`src/rtl/dec_onehot2bin.sv`:
```
// One-hot to binary decoder with valid/ready handshake, a 2-entry skid
// buffer (registered output, full throughput), illegal-word detection and
// a saturating count of accepted illegal words.
module dec_onehot2bin #(
  parameter int OUT_W = 4,
  parameter int CNT_W = 8
) (
  input  logic                   clk,
  input  logic                   rst,
  input  logic                   in_valid,
  input  logic [2**OUT_W-2:0]    in,
  output logic                   in_ready,
  output logic                   out_valid,
  input  logic                   out_ready,
  output logic [OUT_W-1:0]       out,
  output logic                   out_err,
  output logic [CNT_W-1:0]       err_cnt
);

  localparam int N = 2**OUT_W - 1;
  localparam logic [N-1:0]     ONE     = N'(1);
  localparam logic [OUT_W-1:0] ILL     = '1;
  localparam logic [CNT_W-1:0] CNT_MAX = '1;

  // Per-bit contribution: bit k set contributes index k, else zero.
  logic [N-1:0][OUT_W-1:0] idx_mask;

  genvar k;
  generate
    for (k = 0; k < N; k++) begin : g_bit
      assign idx_mask[k] = in[k] ? OUT_W'(k) : '0;
    end
  endgenerate

  logic [OUT_W-1:0] idx_or;
  logic             legal;
  logic [OUT_W-1:0] dec_code;
  logic             dec_err;

  // OR the per-bit indices; exactly-one-hot check via x & (x-1) == 0.
  always_comb begin
    idx_or = '0;
    for (int i = 0; i < N; i++) idx_or = idx_or | idx_mask[i];
    legal    = (in != '0) && ((in & (in - ONE)) == '0);
    dec_code = legal ? idx_or : ILL;
    dec_err  = !legal;
  end

  logic             skid_valid;
  logic [OUT_W-1:0] skid_code;
  logic             skid_err;
  logic             in_xfer;
  logic             out_free;

  // Skid register gates acceptance, so out_ready never reaches in_ready.
  assign in_ready = !skid_valid && !rst;
  assign in_xfer  = in_valid && in_ready;
  assign out_free = !out_valid || out_ready;

  // Output register plus skid entry; skid refills output when it frees up.
  always_ff @(posedge clk) begin
    if (rst) begin
      out_valid  <= 1'b0;
      out        <= '0;
      out_err    <= 1'b0;
      skid_valid <= 1'b0;
      skid_code  <= '0;
      skid_err   <= 1'b0;
    end else if (out_free) begin
      if (skid_valid) begin
        out        <= skid_code;
        out_err    <= skid_err;
        out_valid  <= 1'b1;
        skid_valid <= in_xfer;
        if (in_xfer) begin
          skid_code <= dec_code;
          skid_err  <= dec_err;
        end
      end else if (in_xfer) begin
        out       <= dec_code;
        out_err   <= dec_err;
        out_valid <= 1'b1;
      end else begin
        out_valid <= 1'b0;
      end
    end else if (in_xfer) begin
      skid_code  <= dec_code;
      skid_err   <= dec_err;
      skid_valid <= 1'b1;
    end
  end

  // Count accepted illegal words, holding at the maximum.
  always_ff @(posedge clk) begin
    if (rst)
      err_cnt <= '0;
    else if (in_xfer && dec_err && err_cnt != CNT_MAX)
      err_cnt <= err_cnt + CNT_W'(1);
  end

endmodule
```
`config.mk`:
```
export PLATFORM = sky130hd
export DESIGN_NAME = dec_onehot2bin
export DESIGN_NICKNAME = d
export VERILOG_FILES = /design/src/rtl/dec_onehot2bin.sv
export SDC_FILE = /design/constraint.sdc
export NUM_CORES = 1
export LEC_CHECK = 0
export ABC_AREA = 1
export CORE_MARGIN = 2
export CORE_UTILIZATION = 30
export CTS_BUF_LIST = sky130_fd_sc_hd__clkbuf_8
export CTS_CLUSTER_SIZE = 10
export DETAILED_ROUTE_END_ITERATION = 6
export GPL_ROUTABILITY_DRIVEN = 0
export HOLD_SLACK_MARGIN = 0.02
export PLACE_DENSITY = 0.65
export SLEW_MARGIN = 10
export SYNTH_ARGS = -nofsm -noshare
export SYNTH_HDL_FRONTEND = slang
export SYNTH_SLANG_ARGS = --single-unit
```
`constraint.sdc`:
```
create_clock -name clk -period 3.64 [get_ports clk]
set_clock_uncertainty 0.2 [all_clocks]
set_input_delay 0.728 -clock clk [delete_from_list [all_inputs] [get_ports clk]]
set_output_delay 0.728 -clock clk [all_outputs]
set_load 0.02 [all_outputs]
```
Word-level counts from Yosys, hierarchy flattened:

Index checks and enable logic that the tools add are counted.

* register bits: 20
* input port bits: 19
* output and inout port bits: 15

* add/sub/neg operators: 2
* eq/ne operators: 2
* multiplexer cells: 30
* bitwise logic cells: 14
* reduce and logical (&&, ||, !) cells: 15

Operators by type and width (number)
* 4-bit 2-to-1 mux: 13
* 4-bit OR: 6
* 15-bit bitwise AND: 1
* 15-bit logical NOT: 1
* 15-bit nonzero test: 1
* 15-bit by 1-bit subtractor with 15-bit output, second input constant: 1
* 3-bit 2-to-1 mux: 4
* 1-bit 2-to-1 mux: 11
* 3-bit OR: 3
* 8-bit by 1-bit adder with 8-bit output, second input constant: 1
* 8-bit != test, second input constant: 1
* 1-bit logical AND: 5
* 1-bit logical NOT: 4
* 2-bit 2-to-1 mux: 2
* 3-bit by 4-bit OR with 4-bit output: 1
* 2-bit nonzero test: 2
* 2-bit by 3-bit OR with 3-bit output: 1
* 2-bit != test, second input constant: 1
* 1-bit by 2-bit OR with 2-bit output: 1
* 2-bit OR: 1
* 2-bit AND reduction: 1
* 1-bit logical OR: 1

Longest topological paths before layout:

Gate-level depths: netlist (run 1).

* depth in word-level cells: 18
* depth in mapped cells: 12

Worst setup path before layout (run 1):

No wires, ideal clock.

* kind: input to register
* start: in in[0]
* end: reg err_cnt[0]
* setup time: 0.114 ns
* arrival time: 1.751 ns
* required time: 3.326 ns
* setup slack: 1.575 ns
* stages on the path: 11
* cell sequence: nor2_4 -> nand2_1 -> nor2_1 -> nor2_1 -> nor2_2 -> nand2_2 -> nor2_4 -> nand2_4 -> buf_6 -> a21oi_2 -> nor2_1

* word-level cells in the longest chain between the ends: 7
* elaborated cells on any way between the ends: 8

Ends and longest elaborated chain
* start, declared: line 11 `input logic [2**OUT_W-2:0] in,`
* 15-bit by 1-bit subtractor with 15-bit output: line 44 `legal = (in != '0) && ((in & (in - ONE)) == '0);`
* 15-bit bitwise AND: line 44
* 15-bit logical NOT: line 44
* 1-bit logical AND (*): line 44
* 1-bit logical NOT (*): line 46 `dec_err = !legal;`
* 1-bit logical AND (*) (2 in a row): line 97 `else if (in_xfer && dec_err && err_cnt != CNT_MAX)`
* end signal, assigned: line 98 `err_cnt <= err_cnt + CNT_W'(1);`
* end, declared: line 17 `output logic [CNT_W-1:0] err_cnt`

Every way passes the cells marked *; elsewhere a longest branch is shown, timed or not.
A chain may end at the register's enable or synchronous reset.

Worst setup path after layout (run 1):

* start: in rst
* end: out in_ready

* word-level cells in the longest chain between the ends: 2

Ends and longest elaborated chain
* start, declared: line 9 `input logic rst,`
* 1-bit logical NOT: line 56 `assign in_ready = !skid_valid && !rst;`
* 1-bit logical AND: line 56
* end, declared: line 12 `output logic in_ready,`

No other way between the ends.

==> impl_results.md, run 1 <==
- Number of global-route vias before repair: 1169
- YS warnings: 0
- Maximum clock frequency: 0.348 GHz
- Routed wire length: 2920 um
- Share of layout cells above drive strength 1: 0.100
- Core area: 0.00409 mm^2
- CTS tree: done
- Setup bufs post-CTS: 0
- Clock latency on the worst-skew pair: 0.26 ns
- Leakage: 0.756 nW
- Largest net degree at the start of global routing: 15
- Most Frequent Cell on Critical Path: clkdlybuf4s50_1
- Footprint of the multi-input gates: 790 um^2
- Initial core utilization: 0.317
- Routed Antenna Nets: 0
- # IOs: 34
- HPWL after DPL: 2230 um
- Mux contribution to synthesized area: 0
- Nets@finish: 251
- Unique masters post-synth: 23
- Crit-path cells: clkdlybuf4s50_1 > nor2_2 > clkdlybuf4s50_1
- Number of iterations in the first detailed-routing pass: 4
- Period utilization: 0.790
- Synth Area in Adders: 0.00966
- WS Path Type: primary input to primary output
- CP endpoint kind: primary output
- Clk pin slew, worst setup/hold paths: 0.07 ns
- Initial antenna violation count: 0
- Fin. max-slew vios: 0
- Min cycle time layout: 2.88 ns
- Status: complete, no violations
- Worst Hold Path Cells: 2
- Worst Hold Path EP: err_cnt[1]
- Initial drt markers: 104
- Via count: 1274
- Reg area: 400 um^2
- Maximum vdd drop: 252 uV
- Slew margin rel.: 0.750
- Setup Viol. Count Final: 0
- R2R Path End: err_cnt[5]
- PnR Total Power: 0.560 mW
- Drt via density: 4.55
- Global-route usage over all layers: 0.127
- Yosys reg bits: 20
- Syn_area_per_cell: 6.64 um^2
- Gate Count Post-Synth: 195
- Critical Path Start Type: primary input
- WP data required: 2.71 ns
- Cts bufs inserted: 3
- Final setup TNS: 0 ns
- Most common cell after layout, fill and taps aside: nand2_1
- Critical Path AT: 1.95 ns
- HP Start: err_cnt[1]
- Highest net fanout along the worst path: 3
- Fillcell total: 438
- Synthesized Nets: 215
- # rows: 23
- HP Class: register to register
- Synth Area in XOR/XNOR: 0.0406
- Hold_buf cts: 0
- Largest family of logic cells by synthesized area: simple AND/OR/NAND/NOR gates
- Diodes inserted: 0
- PostCTS Resize Cnt: 0
- # placed instances: 276
- Commonest non-fill, non-tap cells in the layout: nand2_1, clkdlybuf4s50_1, inv_1, a21oi_1, nor2_1
- Worst r2r path cells: 7
- Sequential area share after synthesis: 0.309
- CTS root buffer: clkbuf_8
- First-pass GRT wire length: 5220 um
- Compound-Gate Fraction of Synth Area: 0.166
- Max_cap viols: 0
- Slack of the worst reg-to-reg path: 1.80 ns
- DRC: 0
- Share of the synthesized area in the top cell type: 0.309
- Synth area leaders: dfxtp_1, nand2_1, a21oi_1
- CTS Buffer Depth: 2
- H-tree depth: 1
- Slowest cell on crit path: clkdlybuf4s50_1
- Fin. Hold Viols: 0
- Avg WL per Cell: 10.4 um
- Post-Layout Cell Count: 280
- Crit path largest cell delay: 0.62 ns
- Cell Area, Synth: 0.00129 mm^2
- Die Area: 0.00486 mm^2
- Die W: 69.7 um
- Pwr dens: 320 mW/mm^2
- CTS sink cnt: 20
- Port bufs: 33
- RSZ-0062 raised after global routing: false
- Total gr overflow: 0
- Area grow syn2layout: 35.0%
- Simple-gate share of the synthesized area: 0.393
- Reg-to-reg startpoint: err_cnt[0]
- Slew at the pin closest to its max-slew limit: 0.376 ns
- Die height: 69.7 um
- Post-synth top area cell: dfxtp_1
- Post-layout util: 0.428
## stage by stage
step                setup slack [ns]  hold slack (ns)  area, um^2
finish                         0.763            0.301        1750
global route                   0.724            0.345        1750
CTS                            0.753            0.306        1750
detailed placement             0.761            0.292        1680
global placement               0.749            0.288        1680
floorplan                       1.58            0.304        1290
## flip-flops by register name, summed over array words and instances, names as in the netlist
signal and cells:
skid_code 4, out_err 1, skid_valid 1, skid_err 1, err_cnt 8, out 4
out_valid 1
## worst max-delay path, delay by kind of cell
family	cells	cell delay (ns)
buffers and inverters	2	1.07
AND/OR/NAND/NOR	1	0.14
## cells by family after synthesis
family | after synthesis
DFF | 20
adders and majority gates | 1
xor gates and xnor gates | 6
AOI/OAI and AO/OA | 38
and+or+nand+nor | 104
buffers and inverters | 26
## cell usage after synthesis
| master | count |
|---|---|
| o22ai_1 | 1 |
| nand3b_1 | 1 |
| buf_6 | 1 |
| o21ai_0 | 11 |
| nor2_2 | 3 |
| nand2_4 | 3 |
| nor2_4 | 4 |
| a21oi_2 | 1 |
| nor2_1 | 21 |
| xnor2_1 | 2 |
| nand2_1 | 44 |
| clkbuf_1 | 2 |
| nor2_8 | 1 |
| nand3_1 | 18 |
| nor3_1 | 5 |
| a21oi_1 | 23 |
| ha_1 | 1 |
| o21ai_2 | 1 |
| nand2_2 | 4 |
| inv_1 | 23 |
| dfxtp_1 | 20 |
| xor2_1 | 4 |
| a31oi_4 | 1 |
## worst max path at each step
stage                      from    endpoint  slack [ns]
after floorplan           in[0]  err_cnt[0]        1.58
after global placement      rst    in_ready        0.75
after detailed placement    rst    in_ready        0.76
after CTS                   rst    in_ready        0.75
after global routing        rst    in_ready        0.72
final                       rst    in_ready        0.76
## cell type report
type | count | share of cell area
Multi-Input combinational cell | 149 | 0.452
Sequential cell | 20 | 0.229
Timing Repair Buffer | 34 | 0.193
Inverter | 23 | 0.0494
Tap cell | 50 | 0.0358
Clock buffer | 3 | 0.0236
Clock inverter | 1 | 0.0172
## power breakdown
group	switching, mW	internal, mW
logic	0.0552	0.0478
clock network	0.0763	0.147
registers	0.00598	0.228
## routing by layer
metal  routed length [um]  share of wire  vias up  GRT usage
met2                 1340           0.46       18      0.209
met5                    0              0        -          0
met4                   14         0.0048        0     0.0256
li1                     -              -      700          -
met3                   97          0.033        2     0.0276
met1                 1470           0.50      554      0.170
(Power assumes the default switching activity.)
==> inputs of run 2 (changes only) <==
clock period = 2.9 ns   (was 3.64 ns; I/O delays follow)
==> run 2 against run 1 <==
Against the previous run: non-clock buffer count did not move; total power grew 26%; sequential share of layout area stayed put; combinational power grew 26%; first-iteration DRC count rose by 1.9%; clock power up 26%; cell area did not move; largest cell class unchanged; highest routed layer unchanged.
==> impl_results.md, run 2 (synthesized netlist as in run 1, its figures left out) <==
- Maximum clock frequency: 0.388 GHz
- Crit-path cells: clkdlybuf4s50_1 > nor2_2 > clkdlybuf4s50_1 (unchanged)
- HP Start: err_cnt[1] (unchanged)
- Hold_buf cts: 0 (unchanged)
- Period utilization: 0.888
- Drt via density: 4.65 (was 4.55)
- Nets@finish: 251 (unchanged)
- Highest net fanout along the worst path: 3 (unchanged)
- Slew at the pin closest to its max-slew limit: 0.381 ns (was 0.376 ns)
- Slack of the worst reg-to-reg path: 1.06 ns (was 1.80 ns)
- Number of global-route vias before repair: 1189 (was 1169)
- Finished Cell Area: 0.00175 mm^2 (unchanged)
- Initial drt markers: 106 (was 104)
- CP endpoint kind: primary output (unchanged)
- Leakage: 0.756 nW (unchanged)
- DRC: 0 (unchanged)
- Setup bufs post-CTS: 0 (unchanged)
- HP Class: register to register (unchanged)
- WP data required: 2.12 ns (was 2.71 ns)
- Die height: 69.7 um (unchanged)
- Worst r2r path cells: 7 (unchanged)
- # placed instances: 276 (unchanged)
- Setup Viol. Count Final: 0 (unchanged)
- Via count: 1303 (was 1274)
- Cts bufs inserted: 3 (unchanged)
- Max_cap viols: 0 (unchanged)
- Critical Path Start Type: primary input (unchanged)
- # rows: 23 (unchanged)
- Routed Antenna Nets: 0 (unchanged)
- Total gr overflow: 0 (unchanged)
- Status: complete, no violations (unchanged)
- Fin. Hold Viols: 0 (unchanged)
- Commonest non-fill, non-tap cells in the layout: nand2_1, clkdlybuf4s50_1, inv_1, a21oi_1, nor2_1 (unchanged)
- Fin. max-slew vios: 0 (unchanged)
- Share of layout cells above drive strength 1: 0.100 (unchanged)
- Pwr dens: 402 mW/mm^2 (was 320 mW/mm^2)
- Max reg flops: 8 (unchanged)
- Reg-to-reg startpoint: err_cnt[0] (unchanged)
- Routed wire length: 3020 um (was 2920 um)
- Global-route usage over all layers: 0.128 (was 0.127)
- Crit path largest cell delay: 0.62 ns (about the same)
- Slowest cell on crit path: clkdlybuf4s50_1 (unchanged)
- CTS Buffer Depth: 2 (unchanged)
- Most common cell after layout, fill and taps aside: nand2_1 (unchanged)
- CTS root buffer: clkbuf_8 (unchanged)
- Final setup TNS: 0 ns (unchanged)
- Clock latency on the worst-skew pair: 0.26 ns (about the same)
- Die W: 69.7 um (unchanged)
- Critical Path AT: 1.80 ns (was 1.95 ns)
- Diodes inserted: 0 (unchanged)
- Initial core utilization: 0.317 (unchanged)
- Die Area: 0.00486 mm^2 (unchanged)
- Core area: 0.00409 mm^2 (unchanged)
- Crit-path leading delay family: buffers and inverters (unchanged)
- Port bufs: 33 (unchanged)
- Avg WL per Cell: 10.8 um (was 10.4 um)
- CP bufs+invs: 2 (unchanged)
- Hold slack: 0.307 ns (was 0.301 ns)
- R2R Path End: err_cnt[6] (was err_cnt[5])
- # IOs: 34 (unchanged)
- Initial antenna violation count: 0 (unchanged)
- Number of iterations in the first detailed-routing pass: 4 (unchanged)
- Maximum vdd drop: 330 uV (was 252 uV)
- Most Frequent Cell on Critical Path: clkdlybuf4s50_1 (unchanged)
- Worst Hold Path EP: err_cnt[1] (unchanged)
- Min cycle time layout: 2.58 ns
- Post-Layout Cell Count: 280 (unchanged)
- HPWL after DPL: 2310 um (was 2230 um)
- CTS sink cnt: 20 (unchanged)
- RSZ-0062 raised after global routing: false (unchanged)
- Area grow syn2layout: 35.0% (unchanged)
- Post-layout util: 0.428 (unchanged)
- Clk pin slew, worst setup/hold paths: 0.07 ns (about the same)
- PostCTS Resize Cnt: 0 (unchanged)
- Worst Hold Path Cells: 2 (unchanged)
- Largest net degree at the start of global routing: 15 (unchanged)
- First-pass GRT wire length: 5230 um (was 5220 um)
- Most flop-heavy register: err_cnt (unchanged)
- Registers with the most flip-flops: err_cnt x8, out x4, skid_code x4 (unchanged)
- Slew margin rel.: 0.746 (was 0.750)
- Placed inst area: 0.00168 mm^2 (unchanged)
- CTS tree: done (unchanged)
- H-tree depth: 1 (unchanged)
- WS Path Type: primary input to primary output (unchanged)
[run 2: cell counts in the layout (fill, tap and decap cells not counted)]
Identical to the previous run, type by type.
[run 2: area by class of cell]
class,count,area (um^2)
repair buffers,34,338
inverters,23,86.3
clock inverters,1,30.0
multi-input cells,149,790
flip-flops and latches,20,400
clock buffers,3,41.3
well taps,50,62.6
fillers,435,2340
[run 2: power by group]
group / switching (mW) / internal, mW
registers: 0.00774 / 0.286
logic: 0.0699 / 0.0600
clock network: 0.0959 / 0.184
[run 2: worst max path at each step]
stage                from  cells past startpoint          to  slack (ns)
global placement      rst                      3    in_ready        0.31
global route          rst                      3    in_ready        0.26
finish                rst                      3    in_ready        0.32
floorplan           in[0]                     11  err_cnt[0]        0.98
detailed placement  in[5]                     12  err_cnt[2]        0.30
CTS                   rst                      3    in_ready        0.31
[run 2: worst min-delay path: stages, from the launching register on]
cell     delay, ns
dfxtp_1       0.34
nand2_1       0.07
a21oi_1       0.05
[run 2: layer usage]
| metal | vias to the layer above | routed length (um) | track usage |
|---|---|---|---|
| met1 | 568 | 1520 | 0.173 |
| li1 | 702 | - | - |
| met4 | 0 | 21 | 0.0256 |
| met3 | 5 | 110 | 0.0276 |
| met5 | - | 0 | 0 |
| met2 | 28 | 1370 | 0.209 |
[run 2: metrics by stage]
stage                     setup slack, ns  power [mW]
final                               0.325       0.703
after floorplan                     0.983       0.366
after global placement              0.306       0.429
after global routing                0.255       0.738
after CTS                           0.313       0.712
after detailed placement            0.299       0.430
==> inputs of run 3 (changes only) <==
GPL_TIMING_DRIVEN = 0   (was default)
RECOVER_POWER = 100   (was default)
==> run 3 against run 2 <==
Against the previous run: cell count grew 0.71%; cell area shrank 1.5%; maximum frequency shrank 6.5%; first-iteration DRC count shrank 25%; via count grew 2.1%; sequential power is essentially flat; die area is the same; critical path depth is the same; wire length grew 0.89%; largest power group unchanged.
==> impl_results.md, run 3 (synthesized netlist as in run 1, its figures left out) <==
- Period utilization: 0.950 (was 0.888)
- Largest net degree at the start of global routing: 12 (was 15)
- # rows: 23 (unchanged)
- RSZ-0062 raised after global routing: false (unchanged)
- Placed inst area: 0.00169 mm^2 (was 0.00168 mm^2)
- Critical Path Start Type: primary input (unchanged)
- Global-route usage over all layers: 0.126 (was 0.128)
- CTS tree: done (unchanged)
- # placed instances: 278 (was 276)
- WP data required: 2.12 ns (about the same)
- Area grow syn2layout: 32.9% (was 35.0%)
- PnR Total Power: 0.631 mW (was 0.703 mW)
- Initial drt markers: 80 (was 106)
- Die Area: 0.00486 mm^2 (unchanged)
- Worst r2r path cells: 7 (unchanged)
- Initial core utilization: 0.317 (unchanged)
- Slowest cell on crit path: clkdlybuf4s50_1 (unchanged)
- Finished Cell Area: 0.00172 mm^2 (was 0.00175 mm^2)
- Footprint of the multi-input gates: 768 um^2 (was 790 um^2)
- Fillcell total: 448 (was 435)
- PostCTS Resize Cnt: 0 (unchanged)
- Fin. Hold Viols: 0 (unchanged)
- Highest net fanout along the worst path: 6 (was 3)
- First-pass GRT wire length: 5120 um (was 5230 um)
- Crit-path leading delay family: buffers and inverters (unchanged)
- Leakage: 0.791 nW (was 0.756 nW)
- Max_cap viols: 0 (unchanged)
- CP bufs+invs: 2 (unchanged)
- Die W: 69.7 um (unchanged)
- Critical Path AT: 1.97 ns (was 1.80 ns)
- Registers with the most flip-flops: err_cnt x8, out x4, skid_code x4 (unchanged)
- Core area: 0.00409 mm^2 (unchanged)
- CTS Buffer Depth: 2 (unchanged)
- Routed wire length: 3050 um (was 3020 um)
- HPWL after DPL: 2330 um (was 2310 um)
- Setup Viol. Count Final: 0 (unchanged)
- Via count: 1331 (was 1303)
- Total gr overflow: 0 (unchanged)
- Share of layout cells above drive strength 1: 0.0819 (was 0.100)
- Most flop-heavy register: err_cnt (unchanged)
- Setup bufs post-CTS: 0 (unchanged)
- CTS root buffer: clkbuf_8 (unchanged)
- Post-layout util: 0.421 (was 0.428)
- Commonest non-fill, non-tap cells in the layout: nand2_1, nor2_1, a21oi_1, inv_1, dfxtp_1 (was nand2_1, clkdlybuf4s50_1, inv_1, a21oi_1, nor2_1)
- Cts bufs inserted: 3 (unchanged)
- Fin. max-slew vios: 0 (unchanged)
- Slew margin rel.: 0.689 (was 0.746)
- WS Path Type: primary input to primary output (unchanged)
- Pwr dens: 366 mW/mm^2 (was 402 mW/mm^2)
- CTS sink cnt: 20 (unchanged)
- Most common cell after layout, fill and taps aside: nand2_1 (unchanged)
- Hold_buf cts: 0 (unchanged)
- Drt via density: 4.72 (was 4.65)
- Routed Antenna Nets: 0 (unchanged)
- Initial antenna violation count: 0 (unchanged)
- Post-Layout Cell Count: 282 (was 280)
- Port bufs: 33 (unchanged)
- Worst Hold Path Cells: 2 (unchanged)
- Maximum clock frequency: 0.363 GHz (was 0.388 GHz)
- Die height: 69.7 um (unchanged)
- HP Class: register to register (unchanged)
- Reg area: 400 um^2 (unchanged)
- Final setup TNS: 0 ns (unchanged)
- Crit path largest cell delay: 0.64 ns (was 0.62 ns)
- Clk pin slew, worst setup/hold paths: 0.07 ns (about the same)
- Slew at the pin closest to its max-slew limit: 0.467 ns (was 0.381 ns)
- Nets@finish: 253 (was 251)
- Crit-path cells: clkdlybuf4s50_1 > nor2_1 > clkdlybuf4s50_1 (was clkdlybuf4s50_1 > nor2_2 > clkdlybuf4s50_1)
- # IOs: 34 (unchanged)
- Max reg flops: 8 (unchanged)
- Avg WL per Cell: 10.8 um (about the same)
- Most Frequent Cell on Critical Path: clkdlybuf4s50_1 (unchanged)
- Min cycle time layout: 2.75 ns (was 2.58 ns)
- Clock latency on the worst-skew pair: 0.26 ns (about the same)
- CP endpoint kind: primary output (unchanged)
- Status: complete, no violations (unchanged)
- Levels on crit path: 3 (unchanged)
- H-tree depth: 1 (unchanged)
- DRC: 0 (unchanged)
- Maximum vdd drop: 244 uV (was 330 uV)
- Number of global-route vias before repair: 1180 (was 1189)
- Number of iterations in the first detailed-routing pass: 4 (unchanged)
- Diodes inserted: 0 (unchanged)
## run 3: changes by cell type in the layout (fill, tap and decap cells not counted), sizes merged
cell / delta
clkbuf: +3
dlygate4sd3: +14
bufinv: -1
clkdlybuf4s50: -14
## run 3: area by class of cell
class / count / area share
timing repair buffer: 33 / 0.192
clock buffer: 4 / 0.0320
multi-input combinational: 149 / 0.446
tap: 50 / 0.0363
buffer: 3 / 0.0109
sequential: 20 / 0.233
inverter: 23 / 0.0501
## run 3: worst paths after layout
| kind | endpoint | slack [ns] | startpoint |
|---|---|---|---|
| max | in_ready | 0.15 | rst |
| min | err_cnt[1] | 0.30 | err_cnt[1] |
| max reg2reg | out[0] | 0.94 | skid_valid |
| min reg2reg | err_cnt[1] | 0.30 | err_cnt[1] |
## run 3: power by group
| group | leakage, nW | internal, mW | switching, mW |
|---|---|---|---|
| Clock | 0.0288 | 0.121 | 0.0933 |
| Sequential | 0.163 | 0.286 | 0.00591 |
| Combinational | 0.600 | 0.0556 | 0.0696 |
| Total | 0.791 | 0.462 | 0.169 |
## run 3: routing by layer
| layer | routed length (um) | vias up | global-route usage | part of all wire |
|---|---|---|---|---|
| li1 | - | 707 | - | - |
| met1 | 1480 | 594 | 0.162 | 0.49 |
| met2 | 1430 | 26 | 0.215 | 0.47 |
| met3 | 114 | 4 | 0.0291 | 0.037 |
| met4 | 19 | 0 | 0.0256 | 0.0062 |
| met5 | 0 | - | 0 | 0 |
## run 3: per-stage QoR
| stage | worst slack (ns) | hold slack (ns) |
|---|---|---|
| 6_report | 0.146 | 0.296 |
| 5_1_grt | 0.0994 | 0.330 |
| 4_1_cts | 0.209 | 0.305 |
| 3_5_place_dp | 0.212 | 0.292 |
| 3_3_place_gp | 0.207 | 0.287 |
| 2_1_floorplan | 0.983 | 0.304 |
## run 3: worst register-to-register path: stages, from the launching register on
cell      delay, ns
dfxtp_1        0.30
clkbuf_1       0.18
nor2_1         0.24
nand2_1        0.15
a21oi_1        0.37
inv_1          0.19
a21oi_1        0.15
a21oi_1        0.08
